**src/rtl/key_event_pkg.sv**
```systemverilog
// Shared types for the keypad event decoder: FSM states, note range and control actions.
// Pure declarations; no timing or flow control of its own.
package key_event_pkg;

  typedef enum logic [1:0] {
    IDLE,
    NOTE_HELD,
    CTRL_HELD
  } state_t;

  localparam logic [3:0] NOTE_MAX = 4'd12;

  typedef enum logic [2:0] {
    ACT_NONE,
    ACT_UP,
    ACT_DOWN,
    ACT_MODE,
    ACT_GOOF
  } action_t;

  // Winning control flag when several are held: up > down > mode > goof.
  function automatic action_t pick_action(input logic up, input logic down,
                                          input logic mode, input logic goof);
    action_t act;
    act = ACT_NONE;
    if (up)        act = ACT_UP;
    else if (down) act = ACT_DOWN;
    else if (mode) act = ACT_MODE;
    else if (goof) act = ACT_GOOF;
    return act;
  endfunction

endpackage

```
**src/rtl/key_action_regs.sv**
```systemverilog
// Octave (saturating), mode (wrapping) and goof toggle registers, updated by a one-cycle action strobe.
// Latency: the register changes on the clock edge that samples act_vld; no backpressure.
module key_action_regs
  import key_event_pkg::*;
#(
  parameter int unsigned OCT_W      = 3,
  parameter int unsigned OCT_MAX    = 6,
  parameter int unsigned OCT_RESET  = 3,
  parameter int unsigned MODE_COUNT = 4,
  parameter int unsigned MODE_W     = 2
) (
  input  logic              clk,
  input  logic              nrst,
  input  logic              act_vld,
  input  action_t           act_code,
  output logic [OCT_W-1:0]  octave,
  output logic [MODE_W-1:0] mode,
  output logic              goof_en
);

  logic [OCT_W-1:0]  octave_q, octave_d;
  logic [MODE_W-1:0] mode_q, mode_d;
  logic              goof_en_q, goof_en_d;

  always_comb begin
    octave_d  = octave_q;
    mode_d    = mode_q;
    goof_en_d = goof_en_q;
    if (act_vld) begin
      case (act_code)
        ACT_UP: begin
          if (octave_q < OCT_W'(OCT_MAX)) octave_d = octave_q + OCT_W'(1);
        end
        ACT_DOWN: begin
          if (octave_q != '0) octave_d = octave_q - OCT_W'(1);
        end
        ACT_MODE: begin
          if (mode_q == MODE_W'(MODE_COUNT - 1)) mode_d = '0;
          else                                   mode_d = mode_q + MODE_W'(1);
        end
        ACT_GOOF: goof_en_d = ~goof_en_q;
        default: ;
      endcase
    end
  end

  always_ff @(posedge clk) begin
    if (!nrst) begin
      octave_q  <= OCT_W'(OCT_RESET);
      mode_q    <= '0;
      goof_en_q <= 1'b0;
    end else begin
      octave_q  <= octave_d;
      mode_q    <= mode_d;
      goof_en_q <= goof_en_d;
    end
  end

  assign octave  = octave_q;
  assign mode    = mode_q;
  assign goof_en = goof_en_q;

endmodule

```
**src/rtl/key_event_decoder.sv**
```systemverilog
// Turns held keypad flags/keycode into note_on/note_off pulses and control actions; OCTAVE_REPEAT_EN adds octave auto-repeat.
// Latency: all outputs registered, 1 cycle after the input change; no backpressure (inputs sampled every cycle).
module key_event_decoder
  import key_event_pkg::*;
#(
  parameter int unsigned OCT_W         = 3,
  parameter int unsigned OCT_MAX       = 6,
  parameter int unsigned OCT_RESET     = 3,
  parameter int unsigned MODE_COUNT    = 4,
  parameter int unsigned MODE_W        = 2,
  parameter int unsigned REPEAT_CYCLES = 10_000_000
) (
  input  logic              clk,
  input  logic              nrst,
  input  logic              octave_key_up,
  input  logic              octave_key_down,
  input  logic              mode_key,
  input  logic              goof_key,
  input  logic [3:0]        keycode,
  input  logic              strobe,
  output logic              note_on,
  output logic              note_off,
  output logic              note_active,
  output logic [3:0]        note_code,
  output logic [OCT_W-1:0]  octave,
  output logic [MODE_W-1:0] mode,
  output logic              goof_en
);

  state_t     state_q, state_d;
  action_t    win_q, win_d;
  logic       note_on_q, note_on_d;
  logic       note_off_q, note_off_d;
  logic       note_active_q, note_active_d;
  logic [3:0] note_code_q, note_code_d;

  logic    ctrl;
  logic    note_key;
  action_t win;
  logic    act_vld;
  logic    rpt_fire;

  assign ctrl     = octave_key_up | octave_key_down | mode_key | goof_key;
  assign note_key = strobe & ~ctrl & (keycode <= NOTE_MAX);
  assign win      = pick_action(octave_key_up, octave_key_down, mode_key, goof_key);

`ifdef OCTAVE_REPEAT_EN
  localparam int unsigned RPT_W = (REPEAT_CYCLES > 1) ? $clog2(REPEAT_CYCLES) : 1;

  logic [RPT_W-1:0] rpt_cnt_q, rpt_cnt_d;
  logic             rpt_held;

  // Counting only while the same up/down flag keeps winning; anything else restarts the interval.
  always_comb begin
    rpt_held  = (state_q == CTRL_HELD) && (win == win_q) &&
                ((win == ACT_UP) || (win == ACT_DOWN));
    rpt_fire  = rpt_held && (rpt_cnt_q == RPT_W'(REPEAT_CYCLES - 1));
    rpt_cnt_d = (rpt_held && !rpt_fire) ? rpt_cnt_q + RPT_W'(1) : '0;
  end

  always_ff @(posedge clk) begin
    if (!nrst) rpt_cnt_q <= '0;
    else       rpt_cnt_q <= rpt_cnt_d;
  end
`else
  logic unused_repeat_cycles;
  assign unused_repeat_cycles = (REPEAT_CYCLES == 0);
  assign rpt_fire = 1'b0;
`endif

  always_comb begin
    state_d       = state_q;
    win_d         = win_q;
    note_on_d     = 1'b0;
    note_off_d    = 1'b0;
    note_active_d = note_active_q;
    note_code_d   = note_code_q;
    act_vld       = 1'b0;

    case (state_q)
      IDLE: begin
        if (note_key) begin
          state_d       = NOTE_HELD;
          note_on_d     = 1'b1;
          note_active_d = 1'b1;
          note_code_d   = keycode;
        end else if (ctrl) begin
          state_d = CTRL_HELD;
          win_d   = win;
          act_vld = 1'b1;
        end
      end

      NOTE_HELD: begin
        if (ctrl) begin
          state_d       = CTRL_HELD;
          win_d         = win;
          act_vld       = 1'b1;
          note_off_d    = 1'b1;
          note_active_d = 1'b0;
        end else if (!note_key) begin
          state_d       = IDLE;
          note_off_d    = 1'b1;
          note_active_d = 1'b0;
        end else if (keycode != note_code_q) begin
          // Direct key change: close the old note and open the new one together.
          note_off_d  = 1'b1;
          note_on_d   = 1'b1;
          note_code_d = keycode;
        end
      end

      CTRL_HELD: begin
        if (ctrl) begin
          if (win != win_q) begin
            win_d   = win;
            act_vld = 1'b1;
          end else if (rpt_fire) begin
            act_vld = 1'b1;
          end
        end else if (note_key) begin
          state_d       = NOTE_HELD;
          note_on_d     = 1'b1;
          note_active_d = 1'b1;
          note_code_d   = keycode;
        end else begin
          state_d = IDLE;
        end
      end

      default: state_d = IDLE;
    endcase
  end

  always_ff @(posedge clk) begin
    if (!nrst) begin
      state_q       <= IDLE;
      win_q         <= ACT_NONE;
      note_on_q     <= 1'b0;
      note_off_q    <= 1'b0;
      note_active_q <= 1'b0;
      note_code_q   <= 4'd0;
    end else begin
      state_q       <= state_d;
      win_q         <= win_d;
      note_on_q     <= note_on_d;
      note_off_q    <= note_off_d;
      note_active_q <= note_active_d;
      note_code_q   <= note_code_d;
    end
  end

  key_action_regs #(
    .OCT_W      (OCT_W),
    .OCT_MAX    (OCT_MAX),
    .OCT_RESET  (OCT_RESET),
    .MODE_COUNT (MODE_COUNT),
    .MODE_W     (MODE_W)
  ) u_action_regs (
    .clk      (clk),
    .nrst     (nrst),
    .act_vld  (act_vld),
    .act_code (win),
    .octave   (octave),
    .mode     (mode),
    .goof_en  (goof_en)
  );

  assign note_on     = note_on_q;
  assign note_off    = note_off_q;
  assign note_active = note_active_q;
  assign note_code   = note_code_q;

endmodule

```
**config.mk**
```make
export PLATFORM = sky130hd
export DESIGN_NAME = key_event_decoder
export DESIGN_NICKNAME = d
export VERILOG_FILES = /design/src/rtl/key_event_pkg.sv /design/src/rtl/key_action_regs.sv /design/src/rtl/key_event_decoder.sv
export SDC_FILE = /design/constraint.sdc
export NUM_CORES = 1
export LEC_CHECK = 0
export CAP_MARGIN = 40
export CORE_ASPECT_RATIO = 0.7
export CORE_MARGIN = 2
export CORE_UTILIZATION = 30
export DETAILED_ROUTE_END_ITERATION = 12
export DONT_BUFFER_PORTS = 1
export MAX_ROUTING_LAYER = met4
export PLACE_DENSITY = 0.56
export SYNTH_ARGS = -nofsm -noshare
export SYNTH_HDL_FRONTEND = slang
export SYNTH_SLANG_ARGS = --single-unit
```
**constraint.sdc**
```tcl
create_clock -name clk -period 1.9 [get_ports clk]
set_input_delay 0.285 -clock clk [delete_from_list [all_inputs] [get_ports clk]]
set_output_delay 0.285 -clock clk [all_outputs]
set_load 0.02 [all_outputs]
```
# After elaboration in Yosys (flattened, before gate mapping)

Index checks and enable logic that the tools add are counted.

Register bits: 18
Bits of input ports: 11
Output and inout port bits: 13
Logic and storage cells: 97

Add/sub/neg operators: 3
$lt $le $gt $ge: 2
Eq/ne operators: 20
Mux-type cells: 44
Bitwise logic cells: 7
Reduce and logical (&&, ||, !) cells: 12

Operator list:

| operator              | count |
|---|---|
| $mux W3               | 10 |
| $mux W4               | 5 |
| $mux W1               | 16 |
| $ne A2 B2 Y1 const B  | 7 |
| $mux W2               | 6 |
| $pmux W4 S3           | 1 |
| $pmux W1 S3           | 3 |
| $pmux W3 S3           | 1 |
| $reduce_and A4 Y1     | 2 |
| $eq A3 B2 Y1 const B  | 2 |
| $ne A3 B3 Y1 const B  | 2 |
| $pmux W2 S3           | 1 |
| $pmux W3 S2           | 1 |
| $reduce_and A2 Y1     | 3 |
| $reduce_and A3 Y1     | 2 |
| $reduce_bool A3 Y1    | 2 |
| $reduce_and A5 Y1     | 1 |
| $eq A2 B2 Y1 const B  | 2 |
| $le A4 B4 Y1 const B  | 1 |
| $ne A2 B1 Y1 const B  | 2 |
| $ne A4 B4 Y1          | 1 |
| $add A3 B1 Y3 const B | 1 |
| $eq A3 B1 Y1 const B  | 1 |
| $eq A3 B3 Y1 const B  | 1 |
| 10 further kinds      | 14 |

# Longest topological paths before layout

Gate-level depths: netlist of the first run.

Depth after elaboration: 9
Mapped depth: 7

# By module

From an unflattened synthesis of the first run, not the netlist that was laid out.

Cell total of the unflattened synthesis: 108
Area, all modules: 1031.0 um^2

By module, submodules not included:

| module            | times used | cells each | area an instance (um^2) | seq. area each (um^2) |
|---|---|---|---|---|
| key_event_decoder | 1          | 73         | 684.4                   | 240.2 |
| key_action_regs   | 1          | 35         | 346.6                   | 120.1 |

# Worst setup path after synthesis of the first run

No wires, ideal clock.

Path type: input port to flip-flop
From: input port octave_key_down
To: register u_action_regs.octave_q[0], in the netlist u_action_regs.octave[0]
Library setup time: 0.123 ns
Data arrival time: 1.798 ns
Required time: 1.777 ns
Path slack: -0.021 ns
Cell stages on the path: 6
Path buffers: 1
Cells stage by stage: buf_4 nor4b_4 mux2i_1 a31oi_4 and3_1 mux2_1

Cells in the longest elaborated chain, start to end: 9
Elaborated cells between the ends (all ways): 21
Classes of those cells: eq/ne (5); mux (8); bitwise (6); reduce/logical (2)

Ends and longest elaborated chain:

| element                            | line                    | source |
|---|---|---|
| start: declaration                 | key_event_decoder.sv:16 | `input logic octave_key_down,` |
| $or A1 B1 Y1 (3 in a row)          | key_event_decoder.sv:43 | `assign ctrl = octave_key_up \| octave_key_down \| mode_key \| goof_key;` |
| $not A1 Y1                         | key_event_decoder.sv:44 | `assign note_key = strobe & ~ctrl & (keycode <= NOTE_MAX);` |
| $and A1 B1 Y1 (2 in a row)         | key_event_decoder.sv:44 |  |
| $mux W1                            | key_event_decoder.sv:82 | `if (note_key) begin` |
| $pmux W1 S3                        | key_event_decoder.sv:80 | `case (state_q)` |
| $reduce_and A4 Y1 (no source line) | --                      |  |
| end signal: assignment             | key_action_regs.sv:49   | `octave_q <= OCT_W'(OCT_RESET);` |
| end signal: assignment             | key_action_regs.sv:53   | `octave_q <= octave_d;` |
| end: declaration                   | key_action_regs.sv:21   | `logic [OCT_W-1:0] octave_q, octave_d;` |

Several ways; a longest one is shown, not always the timed one.
A chain may end at the register's enable or synchronous reset.

# Worst setup path in the final report of the first run

From: register win_q[1]
To: register u_action_regs.octave_q[0], in the netlist u_action_regs.octave[0]

Cells in the longest elaborated chain, start to end: 5

Ends and longest elaborated chain:

| element                            | line                     | source |
|---|---|---|
| start: declaration                 | key_event_decoder.sv:31  | `action_t win_q, win_d;` |
| start signal: assignment           | key_event_decoder.sv:145 | `win_q <= win_d;` |
| $ne A3 B3 Y1                       | key_event_decoder.sv:115 | `if (win != win_q) begin` |
| $mux W1                            | key_event_decoder.sv:115 |  |
| $mux W1                            | key_event_decoder.sv:114 | `if (ctrl) begin` |
| $pmux W1 S3                        | key_event_decoder.sv:80  |  |
| $reduce_and A4 Y1 (no source line) | --                       |  |

No other way between the ends.

==> results of run 1 <==
area by class of cell:
class / count / area [um2] / area share (%)
multi-input combinational: 79 / 539 / 50.0
sequential: 18 / 360 / 33.4
clock buffer: 4 / 55.1 / 5.10
timing repair buffer: 7 / 52.6 / 4.87
tap: 36 / 45.0 / 4.18
inverter: 7 / 26.3 / 2.44
synth_stat cells (2+ instances only):
| library cell | count |
|---|---|
| mux2_1 | 2 |
| nand2_1 | 14 |
| o21ai_0 | 7 |
| a21oi_1 | 3 |
| a21o_1 | 2 |
| nand2b_1 | 4 |
| nor2_1 | 6 |
| xor2_1 | 5 |
| and3_1 | 4 |
| clkbuf_1 | 2 |
| o211ai_1 | 2 |
| dfxtp_1 | 18 |
| nand3_1 | 8 |
| nor4_1 | 3 |
| mux2i_1 | 4 |
| inv_1 | 6 |
placed cells by master, fill, tap and decap left out, drive strengths merged, types with 2 or more instances in the layout:
cell type  instances
nand2             14
clkbuf             4
and3               4
a21oi              3
mux2               2
a31oi              2
o211ai             2
nand2b             4
xor2               5
nor4               3
dfxtp             18
nor2               6
a21o               2
buf                7
o21ai              7
inv                7
mux2i              4
nand3              8
power breakdown:
part / switching, mW / internal (mW) / total (mW) / leakage [nW]
clock: 0.125 / 0.184 / 0.308 / 0.0288
sequential: 0.0339 / 0.406 / 0.440 / 0.147
combinational: 0.101 / 0.0863 / 0.187 / 0.262
sequential cells by signal, indices dropped and copies added, names as in the netlist:
name                   flops
note_code                  4
u_action_regs.mode         2
u_action_regs.goof_en      1
note_off                   1
note_active                1
win_q                      3
note_on                    1
u_action_regs.octave       3
state_q                    2
worst paths after layout:
check,start,endpoint,slack [ns],cells past startpoint
max,win_q[1],u_action_regs.octave[0],0.23,5
max reg2reg,win_q[1],u_action_regs.octave[0],0.23,5
min,nrst,note_on,0.17,1
min reg2reg,state_q[0],note_off,0.49,2
through the flow:
step                      total power [mW]  cells  utilization, %  hold WS [ns]
after floorplan                      0.594    107               -         0.415
after global placement               0.633    147            35.5         0.412
after detailed placement             0.636    147            35.5         0.425
after CTS                            0.949    151            37.4         0.157
after global routing                 0.993    151            37.4         0.153
final                                0.936    151            37.4         0.167
layer usage:
layer,up-vias,part of all wire (%),track usage [%]
met5,-,0,-
met2,14,42,16.8
li1,393,-,-
met1,346,51,15.1
met4,0,0,3.77
met3,0,6.4,5.22
kinds of logic after synthesis:
family	after synthesis	share of synthesized area, %
multiplexers	6	6.68
flip-flops	18	38.5
buffers and inverters	10	4.41
adder cells (fa/ha/maj)	2	3.47
AO/OA/AOI/OAI	22	16.8
XOR/XNOR	5	4.67
AND/OR/NAND/NOR	44	25.5
==> run_results.csv, run 1 <==
group,metric,value,unit
outcome,status,"finished, final reports clean",
worst_hold_path,hold_path_class,"in2reg",
synth,syn-num-nets,120,
sta,hold_violations,0,
route,avgViaCountPerCell,4.99,
clock_network,cts-root-buf,"clkbuf_8",
grt,grt_pass1_vias,718,
clock_network,clk_pin_slew,0.07,ns
clock_network,clockBufferDepth,2,
setup_path,cp_max_fo,5,
synth,yosysTopAreaCellShare,38.5,%
route,dr.pass1.iters,3,
clock_network,htree_levels,1,
clock_network,cts_sinks,18,
sta,fmax,597,MHz
route,wl_per_cell,12.6,um
route,vias,753,
route,drt_iter0_markers,15,
synth,synth-async-reset-ratio,0,%
route,ant_nets,0,
floorplanning,rows,16,
setup_path,critPathRequiredTime,2.04,ns
setup_path,worst-setup-path-type,"reg2reg",
floorplanning,initial_core_util,32.5,%
setup_path,cp_cell_sequence,"nor4_1, a311o_1, a31oi_4, and3_1, mux2_1",
grt,antenna_found_initial,0,
clock_network,cts_setup_buffers,0,
placed_design,pre_cts_ws,0.139,ns
synth,synth_area_leaders,"dfxtp_1 (38%), nand2_1 (5.6%), xor2_1 (4.7%)",
placed_design,numPortBuffers,0,
sta,tns,0,ns
placed_design,gp_congestion,0.755,
grt,gr-usage-all-layers,11.9,%
grt,grt_max_degree,21,
floorplanning,die_w,70.8,um
sta,rsz0062_at_grt,"false",
final_layout,fin_area,0.00108,mm2
clock_network,ctsResizeCount,0,
grt,grt_pass1_wl,3230,um
floorplanning,dieArea,0.00359,mm2
synth,synth-edff-count,0,
setup_path,end_kind,"flip-flop",
clock_network,cts_hold_buf,0,
setup_path,slowest_stage,"dfxtp_1",
synth,syn_area_per_cell,8.76,um2
setup_path,cp.arrival,1.81,ns
synth,dominantRegCellSynth,"dfxtp_1",
synth,syn_area,937,um2
setup_path,critPathTopFamily,"compound AO/OA/AOI/OAI gates",
floorplanning,core-area,0.00288,mm2
pwr,powerDensity,867,mW/mm2
setup_path,worstSetupStartpointType,"flip-flop",
pwr,vdd_drop_max,0.000293,V
sta,worst_slew_margin_rel,74.8,%
final_layout,nets,129,
placed_design,hpwl,1490,um
final_layout,syn2layout_area_growth,15.1,%
sta,period_share,88.1,%
synth,synth_top_area_cell,"dfxtp_1",
sta,worstMarginPinSlew,0.376,ns
grt,gr-total-overflow,0,
clock_network,cts_tree,"built",
synth,yosysSeqAreaShare,38.5,%
route,drc,0,
setup_path,crit_buf_inv,0,
placed_design,placed_area,0.00102,mm2
setup_path,cp_slowest_stage_delay,0.39,ns
final_layout,n_fill_cell,314,
sta,finalWorstPathRequiredPeriod,1.67,ns
synth,yosysWarnings,0,
final_layout,drive_gt1_share,13.0,%
route,drt_wl_total,1910,um
sta,fin_skew,0.00520,ns
synth,syn_inst,107,
synth,synth_cell_types,33,
final_layout,antennaDiodeCount,0,
job,cap_violations,0,
sta,slew_violations,0,
sta,setup_ws,0.226,ns
clock_network,clkLatencyLatePin,0.25,ns
sta,finalSetupViolCount,0,
clock_network,cts_buffers,3,
floorplanning,die_y,50.8,um
pwr,p_leak,0.437,nW
floorplanning,io_pins,24,
synth,ys_ff_latch,18,
Power figures use the tool's default switching activity.
==> run 2, diff against run 1 <==
- SETUP_SLACK_MARGIN: not set -> 0.3
==> run_results.csv, run 2 (synthesis gave the netlist of run 1 again) <==
group,metric,value,unit
pwr,p_leak,0.449,nW
pwr,powerDensity,872,mW/mm2
final_layout,n_fill_cell,309,
final_layout,register_area,363,um2
route,drt_wl_total,1970,um
final_layout,drive_gt1_share,20.0,%
final_layout,layout_commonest_cell,"dfxtp_1",
sta,finalSetupViolCount,0,
pwr,seqPwrFrac,45.8,%
worst_hold_path,hold-path-cell-count,1,
outcome,status,"finished, final reports clean",
sta,slew_violations,0,
pwr,p_sw,0.270,mW
floorplanning,initial_core_util,32.5,%
worst_hold_path,hold_end,"note_on",
grt,gr-usage-all-layers,13.1,%
sta,hold_violations,0,
clock_network,cts-root-buf,"clkbuf_8",
sta,finalWorstPathRequiredPeriod,1.55,ns
sta,worst_slew_margin_rel,74.2,%
pwr,power,0.965,mW
clock_network,cts_setup_buffers,0,
setup_path,r2r-end,"u_action_regs.octave[1]",
placed_design,pre_cts_ws,0.194,ns
grt,antenna_found_initial,0,
final_layout,antennaDiodeCount,0,
setup_path,reg2reg_from,"win_q[1]",
floorplanning,io_pins,24,
sta,fin_skew,0.00368,ns
route,vias,777,
pwr,intPower,0.694,mW
setup_path,worstSetupStartpointType,"flip-flop",
clock_network,cts_buffers,3,
setup_path,worst-setup-path-type,"reg2reg",
clock_network,clkLatencyLatePin,0.25,ns
grt,grt_max_degree,21,
route,avgViaCountPerCell,5.15,
clock_network,clk_pin_slew,0.07,ns
route,drt_iter0_markers,32,
worst_hold_path,hold_path_class,"in2reg",
floorplanning,core-area,0.00288,mm2
final_layout,layout_common_cells,"dfxtp_1 (16), nand2_1 (14), nand3_1 (8)",
sta,fmax,647,MHz
clock_network,htree_levels,1,
route,dr.pass1.iters,4,
route,ant_nets,0,
floorplanning,die_w,70.8,um
worst_hold_path,worstHoldStart,"nrst",
clock_network,cts_hold_buf,0,
pwr,comb_power_share,21.7,%
sta,worstMarginPinSlew,0.384,ns
setup_path,reg2reg_depth,5,
pwr,power.share.switching,28.0,%
sta,rsz0062_at_grt,"false",
pwr,pwr-share-clk,32.5,%
floorplanning,rows,16,
clock_network,cts_sinks,18,
placed_design,numPortBuffers,0,
clock_network,clockBufferDepth,2,
setup_path,critPathRequiredTime,2.05,ns
final_layout,multi_input_area,564,um2
job,cap_violations,0,
pwr,vdd_drop_max,0.000412,V
sta,tns,0,ns
final_layout,largest_reg_flops,4,
sta,hold_ws,0.161,ns
grt,gr-total-overflow,0,
placed_design,hpwl,1430,um
floorplanning,dieArea,0.00359,mm2
placed_design,gp_congestion,0.818,
clock_network,cts_tree,"built",
route,drc,0,
final_layout,fin_util,38.4,%
sta,setup_ws,0.355,ns
grt,grt_pass1_wl,3520,um
route,wl_per_cell,13.0,um
setup_path,r2r_setup_slack,0.35,ns
sta,period_share,81.3,%
final_layout,syn2layout_area_growth,18.0,%
setup_path,cp.arrival,1.69,ns
setup_path,end_kind,"flip-flop",
floorplanning,die_y,50.8,um
grt,grt_pass1_vias,758,
setup_path,cp_max_fo,5,
final_layout,nets,129,
run 2: changes by cell type in the layout (fill, tap and decap cells not counted), moves of 2 or more:
| cell | delta |
|---|---|
| dfxtp_1 | -2 |
| mux2_1 | -2 |
| mux2_4 | +2 |
| dfxtp_2 | +2 |
run 2: power by group through the flow:
stage	combinational (mW)	clock, mW	sequential (mW)
after floorplan	0.148	0	0.465
after global placement	0.207	0	0.447
after detailed placement	0.204	0	0.449
after CTS	0.206	0.329	0.441
after global routing	0.236	0.355	0.447
final	0.210	0.314	0.441
run 2: through the flow:
| stage | std cells | cell area (um2) |
|---|---|---|
| finish | 151 | 1110 |
| CTS | 151 | 1090 |
| detailed placement | 147 | 1040 |
| global placement | 147 | 1040 |
| global route | 151 | 1110 |
| floorplan | 107 | 961 |
run 2: critical path: stages (launching register included):
cell and delay, ns:
dfxtp_2 0.37, nor4_2 0.06, a311o_1 0.33, a31oi_4 0.17, and3_4 0.22, mux2_4 0.29
run 2: worst max path at each step:
| stage | start | to | slack [ns] | cells after the start |
|---|---|---|---|---|
| floorplan | octave_key_down | u_action_regs.octave[0] | 0.16 | 6 |
| CTS | win_q[1] | u_action_regs.octave[1] | 0.31 | 5 |
| global route | win_q[1] | u_action_regs.octave[1] | 0.30 | 5 |
| finish | win_q[1] | u_action_regs.octave[1] | 0.35 | 5 |
| global placement | octave_key_up | u_action_regs.octave[0] | 0.22 | 5 |
| detailed placement | octave_key_up | u_action_regs.octave[1] | 0.19 | 5 |
run 2: per-layer routing:
layer	part of all wire (%)	wire, um	global-route usage [%]	vias up
met2	45	882	19.3	18
met4	0.71	14	5.66	0
met1	49	964	16.3	363
met5	0	0	-	-
li1	-	-	-	394
met3	5.3	105	4.62	2
run 2: repair_timing:
action                                 in CTS  in global routing
setup endpoints to repair                   2                  7
gates resized for setup                     1                  4
endpoints found under the hold margin       0                  0
pin swaps                                   0                  1
run 2: area by class of cell:
class                           count  area share, %
Clock buffer                        4           4.98
Inverter                            7           2.38
Multi-Input combinational cell     79           51.0
Sequential cell                    18           32.8
Tap cell                           36           4.07
Timing Repair Buffer                7           4.75
==> run 3, diff against run 2 <==
- PLACE_DENSITY: 0.56 -> 0.55
- clock period: 1.9 -> 1.6 ns (I/O delays scaled with it)
==> run_results.csv, run 3 (synthesis gave the netlist of run 1 again) <==
group,metric,value,unit
sta,setup_ws,0.0655,ns
clock_network,clk_pin_slew,0.07,ns
floorplanning,die_y,50.8,um
floorplanning,die_w,70.8,um
setup_path,cp_cell_sequence,"buf_6, a311o_1, a31oi_4, and3_4, mux2_4",
sta,tns,0,ns
route,wl_per_cell,14.3,um
setup_path,critPathRequiredTime,1.75,ns
route,dr.pass1.iters,4,
setup_path,worst-setup-path-type,"reg2reg",
job,cap_violations,0,
placed_design,placed_cells,146,
route,vias,819,
setup_path,cp_slowest_stage_delay,0.33,ns
clock_network,cts_tree,"built",
pwr,p_leak,0.481,nW
route,ant_nets,0,
clock_network,htree_levels,1,
grt,gr-total-overflow,0,
setup_path,slowest_stage,"dfxtp_2",
placed_design,hpwl,1610,um
setup_path,reg2reg_from,"win_q[1]",
sta,fmax,652,MHz
clock_network,clockBufferDepth,2,
worst_hold_path,hold-path-cell-count,2,
sta,hold_violations,0,
worst_hold_path,hold_end,"note_code[1]",
setup_path,cp.arrival,1.68,ns
final_layout,syn2layout_area_growth,33.0,%
final_layout,instances_no_fill,155,
floorplanning,core-area,0.00288,mm2
worst_hold_path,worstHoldStart,"nrst",
clock_network,cts_sinks,18,
grt,grt_pass1_wl,3750,um
floorplanning,io_pins,24,
final_layout,layout_common_cells,"nand2_1 (14), dfxtp_1 (9), buf_4 (9)",
final_layout,layout_commonest_cell,"nand2_1",
pwr,power,1.12,mW
final_layout,nets,133,
sta,fin_skew,0.00400,ns
setup_path,r2r-end,"u_action_regs.octave[1]",
route,drt_iter0_markers,14,
route,avgViaCountPerCell,5.28,
sta,hold_ws,0.107,ns
sta,slew_violations,0,
grt,grt_pass1_vias,838,
final_layout,drive_gt1_share,35.3,%
grt,grt_max_degree,21,
grt,antenna_found_initial,0,
grt,gr-usage-all-layers,14.0,%
sta,rsz0062_at_grt,"true",
sta,finalSetupViolCount,0,
setup_path,cp_max_fo,4,
route,drt_wl_total,2220,um
placed_design,numPortBuffers,0,
pwr,powerDensity,896,mW/mm2
placed_design,pre_cts_ws,-0.00688,ns
setup_path,end_kind,"flip-flop",
final_layout,fin_util,43.2,%
floorplanning,initial_core_util,32.5,%
setup_path,r2r_setup_slack,0.07,ns
clock_network,clkLatencyLatePin,0.25,ns
clock_network,cts_buffers,3,
floorplanning,rows,16,
setup_path,critPathTopFamily,"compound AO/OA/AOI/OAI gates",
sta,period_share,95.9,%
final_layout,largest_reg_flops,4,
clock_network,cts-root-buf,"clkbuf_8",
setup_path,crit_buf_inv,1,
placed_design,gp_congestion,0.846,
worst_hold_path,hold_path_class,"in2reg",
sta,worst_slew_margin_rel,75.7,%
floorplanning,dieArea,0.00359,mm2
route,drc,0,
placed_design,placed_area,0.00107,mm2
sta,finalWorstPathRequiredPeriod,1.53,ns
outcome,status,"finished, final reports clean",
setup_path,worstSetupStartpointType,"flip-flop",
setup_path,reg2reg_depth,5,
pwr,vdd_drop_max,0.000351,V
final_layout,fin_area,0.00125,mm2
sta,worstMarginPinSlew,0.363,ns
clock_network,cts_hold_buf,0,
final_layout,antennaDiodeCount,0,
run 3: cell count changes in the layout (fill, tap and decap cells not counted), sizes merged:
cell,previous run,this run
a21boi,1,2
buf,7,10
run 3: timing repair:
action / in CTS / in global routing
endpoints found under the setup margin: 13 / 14
gates resized for setup: 11 / 8
gates cloned: 1 / 0
setup buffers: 4 / 0
pin swaps: 9 / 6
run 3: worst max path at each step:
stage | start | to | slack (ns) | cells past startpoint
finish | win_q[1] | u_action_regs.octave[1] | 0.07 | 5
detailed placement | octave_key_up | u_action_regs.octave[1] | -0.007 | 5
global route | u_action_regs.octave[0] | u_action_regs.octave[2] | 0.03 | 6
CTS | win_q[1] | u_action_regs.octave[1] | 0.07 | 5
floorplan | octave_key_down | u_action_regs.octave[0] | -0.1 | 6
global placement | octave_key_up | u_action_regs.octave[1] | 0.05 | 5
run 3: where the power goes:
| part | switching [mW] | internal (mW) | leakage (nW) |
|---|---|---|---|
| registers | 0.0714 | 0.487 | 0.151 |
| clock network | 0.148 | 0.177 | 0.0228 |
| logic | 0.107 | 0.126 | 0.307 |
| total | 0.326 | 0.790 | 0.481 |
run 3: cell type report:
type / count / area (um2)
sequential: 18 / 384
clock buffer: 4 / 45.0
multi-input combinational: 80 / 667
inverter: 7 / 26.3
tap: 36 / 45.0
timing repair buffer: 10 / 78.8
fill: 282 / 1640
run 3: layer usage:
layer  track usage (%)  vias to the layer above  share of wire, %
met4              4.72                        0               2.8
met1              16.0                      382                43
met3              6.63                        8               8.7
li1                  -                      403                 -
met2              22.0                       26                45
met5                 -                        -                 0
